File: src/rtl/if1_fetch_if.sv
// ICache request/response channel between the fetch unit (master) and the
// instruction cache (slave). One request outstanding; response is a 1-cycle strobe.
interface if1_fetch_if #(
    parameter int WORD = 32
);
    logic            icache_req_valid;
    logic            icache_req_ready;
    logic [WORD-1:0] icache_req_addr;
    logic            icache_resp_valid;
    logic [WORD-1:0] icache_resp_data;

    modport master (
        output icache_req_valid,
        output icache_req_addr,
        input  icache_req_ready,
        input  icache_resp_valid,
        input  icache_resp_data
    );

    modport slave (
        input  icache_req_valid,
        input  icache_req_addr,
        output icache_req_ready,
        output icache_resp_valid,
        output icache_resp_data
    );
endinterface

File: src/rtl/if1_fetch_unit.sv
// IF1 fetch unit: owns the fetch PC, issues single-outstanding ICache reads and
// feeds {pc, inst, valid} into the IF1/ID register with a one-entry skid buffer.
module if1_fetch_unit #(
    parameter int              WORD   = 32,
    parameter logic [WORD-1:0] PC_RST = 32'h1c00_0000
) (
    input  logic               clk,
    input  logic               rst,
    input  logic               stall_in,
    input  logic               ex_redirect,
    input  logic [WORD-1:0]    ex_target,
    input  logic               pre_redirect,
    input  logic [WORD-1:0]    pre_target,
    if1_fetch_if.master        icache,
    output logic [WORD-1:0]    if_pc_out,
    output logic [WORD-1:0]    if_inst_out,
    output logic               if_valid_out
);

    typedef enum logic [1:0] {
        S_REQ  = 2'd0,
        S_WAIT = 2'd1,
        S_DROP = 2'd2,
        S_HOLD = 2'd3
    } state_t;

    state_t          r_state, w_state_next;
    logic [WORD-1:0] r_fetch_pc, w_fetch_pc_next;
    logic [WORD-1:0] r_out_pc, w_out_pc_next;
    logic [WORD-1:0] r_out_inst, w_out_inst_next;
    logic            r_out_valid, w_out_valid_next;
    // The skid entry is occupied exactly while the FSM sits in HOLD.
    logic [WORD-1:0] r_skid_pc, w_skid_pc_next;
    logic [WORD-1:0] r_skid_inst, w_skid_inst_next;

    logic            w_redirect;
    logic [WORD-1:0] w_target;
    logic            w_consume;
    logic            w_loadable;
    logic            w_req_valid;
    logic            w_handshake;

    assign w_redirect  = ex_redirect | pre_redirect;
    assign w_target    = ex_redirect ? ex_target : pre_target;
    assign w_consume   = r_out_valid & ~stall_in;
    assign w_loadable  = ~r_out_valid | w_consume;
    assign w_req_valid = (r_state == S_REQ) & ~rst;
    assign w_handshake = w_req_valid & icache.icache_req_ready;

    assign icache.icache_req_valid = w_req_valid;
    assign icache.icache_req_addr  = r_fetch_pc;

    assign if_pc_out    = r_out_pc;
    assign if_inst_out  = r_out_inst;
    assign if_valid_out = r_out_valid;

    always_comb begin
        w_state_next     = r_state;
        w_fetch_pc_next  = r_fetch_pc;
        w_out_pc_next    = r_out_pc;
        w_out_inst_next  = r_out_inst;
        w_out_valid_next = r_out_valid;
        w_skid_pc_next   = r_skid_pc;
        w_skid_inst_next = r_skid_inst;

        if (w_consume) begin
            w_out_valid_next = 1'b0;
            w_out_inst_next  = '0;
        end

        case (r_state)
            S_REQ: begin
                if (w_redirect) begin
                    w_fetch_pc_next = w_target;
                end
                if (w_handshake) begin
                    w_state_next = w_redirect ? S_DROP : S_WAIT;
                end
            end
            S_WAIT: begin
                if (icache.icache_resp_valid) begin
                    if (w_redirect) begin
                        w_fetch_pc_next = w_target;
                        w_state_next    = S_REQ;
                    end else if (w_loadable) begin
                        w_out_pc_next    = r_fetch_pc;
                        w_out_inst_next  = icache.icache_resp_data;
                        w_out_valid_next = 1'b1;
                        w_fetch_pc_next  = r_fetch_pc + WORD'(4);
                        w_state_next     = S_REQ;
                    end else begin
                        w_skid_pc_next   = r_fetch_pc;
                        w_skid_inst_next = icache.icache_resp_data;
                        w_fetch_pc_next  = r_fetch_pc + WORD'(4);
                        w_state_next     = S_HOLD;
                    end
                end else if (w_redirect) begin
                    w_fetch_pc_next = w_target;
                    w_state_next    = S_DROP;
                end
            end
            S_DROP: begin
                if (w_redirect) begin
                    w_fetch_pc_next = w_target;
                end
                if (icache.icache_resp_valid) begin
                    w_state_next = S_REQ;
                end
            end
            S_HOLD: begin
                if (w_redirect) begin
                    w_fetch_pc_next = w_target;
                    w_state_next    = S_REQ;
                end else if (w_loadable) begin
                    w_out_pc_next    = r_skid_pc;
                    w_out_inst_next  = r_skid_inst;
                    w_out_valid_next = 1'b1;
                    w_state_next     = S_REQ;
                end
            end
            default: begin
                w_state_next = S_REQ;
            end
        endcase

        // Flush wins over stall: a redirect empties both buffered slots.
        if (w_redirect) begin
            w_out_valid_next = 1'b0;
            w_out_inst_next  = '0;
        end
    end

    always_ff @(posedge clk) begin
        if (rst) begin
            r_state     <= S_REQ;
            r_fetch_pc  <= PC_RST;
            r_out_pc    <= PC_RST;
            r_out_inst  <= '0;
            r_out_valid <= 1'b0;
            r_skid_pc   <= '0;
            r_skid_inst <= '0;
        end else begin
            r_state     <= w_state_next;
            r_fetch_pc  <= w_fetch_pc_next;
            r_out_pc    <= w_out_pc_next;
            r_out_inst  <= w_out_inst_next;
            r_out_valid <= w_out_valid_next;
            r_skid_pc   <= w_skid_pc_next;
            r_skid_inst <= w_skid_inst_next;
        end
    end

endmodule

File: src/flat_wrapper.sv
// flat-port wrapper written by rule: the top's interface ports become plain ports
module if1_fetch_unit_flat 
#(
    parameter int              WORD   = 32,
    parameter logic [WORD-1:0] PC_RST = 32'h1c00_0000
)
  (clk, rst, stall_in, ex_redirect, ex_target, pre_redirect, pre_target, if_pc_out, if_inst_out, if_valid_out, icache_icache_req_valid, icache_icache_req_addr, icache_icache_req_ready, icache_icache_resp_valid, icache_icache_resp_data);
  if1_fetch_if #(.WORD(WORD)) icache_i ();
  input  logic clk;
  input  logic rst;
  input  logic stall_in;
  input  logic ex_redirect;
  input  logic [WORD-1:0] ex_target;
  input  logic pre_redirect;
  input  logic [WORD-1:0] pre_target;
  output logic [WORD-1:0] if_pc_out;
  output logic [WORD-1:0] if_inst_out;
  output logic if_valid_out;
  output wire logic [$bits(icache_i.icache_req_valid)-1:0] icache_icache_req_valid;
  output wire logic [$bits(icache_i.icache_req_addr)-1:0] icache_icache_req_addr;
  input wire logic [$bits(icache_i.icache_req_ready)-1:0] icache_icache_req_ready;
  input wire logic [$bits(icache_i.icache_resp_valid)-1:0] icache_icache_resp_valid;
  input wire logic [$bits(icache_i.icache_resp_data)-1:0] icache_icache_resp_data;
  assign icache_icache_req_valid = icache_i.icache_req_valid;
  assign icache_icache_req_addr = icache_i.icache_req_addr;
  assign icache_i.icache_req_ready = icache_icache_req_ready;
  assign icache_i.icache_resp_valid = icache_icache_resp_valid;
  assign icache_i.icache_resp_data = icache_icache_resp_data;
  if1_fetch_unit #(.WORD(WORD), .PC_RST(PC_RST)) u_core (.clk(clk), .rst(rst), .stall_in(stall_in), .ex_redirect(ex_redirect), .ex_target(ex_target), .pre_redirect(pre_redirect), .pre_target(pre_target), .icache(icache_i), .if_pc_out(if_pc_out), .if_inst_out(if_inst_out), .if_valid_out(if_valid_out));
endmodule
File: config.mk
export PLATFORM = sky130hd
export DESIGN_NAME = if1_fetch_unit_flat
export DESIGN_NICKNAME = d
export VERILOG_FILES = /design/src/rtl/if1_fetch_if.sv /design/src/rtl/if1_fetch_unit.sv /design/src/flat_wrapper.sv
export SDC_FILE = /design/constraint.sdc
export NUM_CORES = 1
export LEC_CHECK = 0
export ABC_AREA = 1
export BUFFER_PORTS_ARGS = -buffer_cell sky130_fd_sc_hd__buf_4
export CORE_ASPECT_RATIO = 1.5
export CORE_UTILIZATION = 58
export DETAILED_ROUTE_END_ITERATION = 10
export PLACE_DENSITY_LB_ADDON = 0.3
export SYNTH_ARGS = -nofsm -noshare
export SYNTH_HDL_FRONTEND = slang
export SYNTH_SLANG_ARGS = --single-unit
File: constraint.sdc
create_clock -name clk -period 3.4 [get_ports clk]
set_input_delay 0 -clock clk [delete_from_list [all_inputs] [get_ports clk]]
set_output_delay 0 -clock clk [all_outputs]
set_load 0.005 [all_outputs]
==> results.toml <==
[status]
status = "complete, no violations"

[placement]
gp_congestion = 0.903
io_buffers = 200
dp_hpwl_microns = 15500

[floorplanning]
core-area_sq_um = 13900
die_h_microns = 148
fp.dieArea_sq_um = 14700
fp.dieW_microns = 99.3
num_rows = 53
start_util_pct = 59.1
io_pins = 201

[route]
wl_met3_microns = 2060
drc = 0
wl_microns = 26200
drt_iter0_markers = 776
via_count = 9529
highest-signal-layer = "met4"
drt_first_pass_iters = 5
dr_wl_met2_microns = 13400
antenna_left = 0
avgViaCountPerCell = 5.86
m1WireLength_microns = 9650
wl_per_cell_microns = 16.1

[finish]
layout_commonest_cell = "buf_4"
utilization_pct = 79.5
drive_gt1_share_pct = 18.1
synthToLayoutAreaGrowth_pct = 34.5
final_cell_mix = "buf_4 (209), nand2_1 (189), o21ai_0 (181)"
fin_nets = 1552
fillers = 984
diodes = 0

[hold_path]
hold_depth = 5
min_path_type = "primary input to flip-flop"

[synthesis]
synthSimpleGateAreaFrac_pct = 24.3
synth_fp_nets = 1324
synth_seq_cells = 163
yosys.cell_types.count = 31
synth_xor_area_share_pct = 0
synth_area_leaders = "dfxtp_1 (40%), o21ai_0 (11%), nand2_1 (8.7%), nor2_1 (6.9%), a21oi_1 (6.1%)"
synth_compound_area_share_pct = 26.0
synth_top_family_by_area = "compound AO/OA/AOI/OAI gates"
yosys.area.top_type = "dfxtp_1"
synth_mux_area_share_pct = 0
synth_top_area_share_pct = 39.7
syn_area_sq_um = 8230
seq_area_frac_synth_pct = 39.7
synth_warnings = 0
synthAdderAreaFrac_pct = 0.152
syn_avg_cell_area_sq_um = 6.75
synth_cells = 1220

[sta]
max_clock_freq_mhz = 394
skew_ps = 9.77
timing.final.crit_period_ps = 2540
hold_violations = 0
fin_crit_sh_pct = 74.6
slew_viol_final = 0
tightest_slew_ps = 1090
rsz0062_at_grt = "no"
relSlewSlack_pct = 27.6
setup-tns-final_ps = 0
setup_viol = 0

[job]
maxCapViolCount = 0

[global_route]
overflow = 0
antenna_found_initial = 0
grt.total_usage_pct = 35.9
grt_pass1_wl_microns = 42300
grt_pass1_vias = 9038
grt_max_degree = 83

[cts]
cts_tree = "done"
insertion_delay_ps = 420
postCtsSetupRepairBufs = 0
cts_buffers = 17
clk_path_buf_depth = 2
cts_root_buf = "clkbuf_16"
cts_resized = 0
htree_levels = 4
cts_sinks = 163
hold_buffers = 87
clkTransAtPathRegs_ps = 60

[setup_path]
worstPathMaxFanout = 36
cp_num_cells = 9
critical_path.cell_chain = "inv_2, nor2_4, nand2_2, nor2_2, nand4_1, nand2_1, nand3_1, a21oi_1, dlygate4sd3_1"
crit_slowest_cell = "dlygate4sd3_1"
required_ps = 3770
worstPathBufferInverterCount = 2
critPathArrivalTime_ps = 2910
worstSetupPathType = "flip-flop to flip-flop"
worst-r2r-cell-count = 9
crit_family = "simple AND/OR/NAND/NOR gates"
end_kind = "flip-flop"
slowest_delay_ps = 560
critPathLaunchType = "flip-flop"

[power]
ir_worst_vdd_mv = 0.321
p_per_area_nw_per_um2 = 437
leakage_uw = 0.00449
final timing paths:
| check | slack (ps) | from | end |
|---|---|---|---|
| hold reg to reg | 450 | u_core.r_skid_inst[27] | u_core.r_skid_inst[27] |
| hold / removal | 50 | pre_target[21] | u_core.icache.icache_req_addr[21] |
| setup reg to reg | 860 | u_core.r_state[0] | u_core.icache.icache_req_addr[13] |
| setup / recovery | 860 | u_core.r_state[0] | u_core.icache.icache_req_addr[13] |
layer usage:
metal | track usage [%] | up-vias
met5 | 0 | -
met4 | 18.8 | 0
met3 | 6.95 | 91
met2 | 62.8 | 510
met1 | 41.0 | 4343
li1 | - | 4585
synthesized netlist by cell type:
library cell,instances
clkbuf_1,52
buf_4,7
o21bai_1,1
nor2_4,3
buf_2,26
ha_1,1
nand4_1,12
dfxtp_1,163
nand3_1,83
nor2_8,1
nor2_1,151
nor2_2,6
a31oi_1,65
o21ai_0,181
buf_1,2
nand2_2,3
a21oi_1,101
a221oi_1,1
nor3_2,1
inv_2,6
nand2_1,190
nand3b_1,4
inv_1,104
a211oi_2,1
a21o_2,1
o211ai_1,37
nor3_1,13
or2_2,1
buf_6,1
a21oi_2,1
nand3_2,1
state kept, by name (all words and copies together), names as in the netlist:
signal,cells
u_core.if_pc_out,32
u_core.if_valid_out,1
u_core.r_skid_inst,32
u_core.r_skid_pc,32
u_core.icache.icache_req_addr,32
u_core.if_inst_out,32
u_core.r_state,2
final cells by class:
| cell class | instances | area, sq um | area share (%) |
|---|---|---|---|
| inverters | 110 | 413 | 3.73 |
| clock buffers | 23 | 458 | 4.14 |
| clock inverters | 9 | 106 | 0.961 |
| repair buffers | 297 | 2460 | 22.2 |
| multi-input cells | 859 | 4160 | 37.6 |
| flip-flops and latches | 163 | 3260 | 29.5 |
| well taps | 165 | 206 | 1.87 |
worst register-to-register path, delay by kind of cell (launching register included):
| family | cells | cell delay [ps] |
|---|---|---|
| buffers and inverters | 2 | 880 |
| DFF | 1 | 400 |
| AOI/OAI and AO/OA | 1 | 170 |
| and+or+nand+nor | 6 | 1050 |
logic make-up (layout without fill, tap and decap cells):
family,Yosys count,count (layout)
AOI/OAI and AO/OA,389,389
and+or+nand+nor,469,469
buffers and inverters,198,439
adders and majority gates,1,1
DFF,163,163
where the power goes:
group	leakage [uW]	switching (uW)	internal, uW
clock network	0.000267	771	1100
registers	0.00132	101	1980
logic	0.00290	494	386
total	0.00449	1370	3470
metrics by stage:
step	hold slack [ps]	instance area [sq um]	power (uW)	std cells	setup WS (ps)
after floorplan	145	8230	2550	1220	1970
after global placement	270	9630	2860	1507	1210
after detailed placement	279	9630	2870	1507	1130
after CTS	17.0	11100	4810	1626	955
after global routing	65.1	11100	5000	1626	742
final	49.4	11100	4830	1626	865
Note: power is estimated with default switching activity, not from simulation.
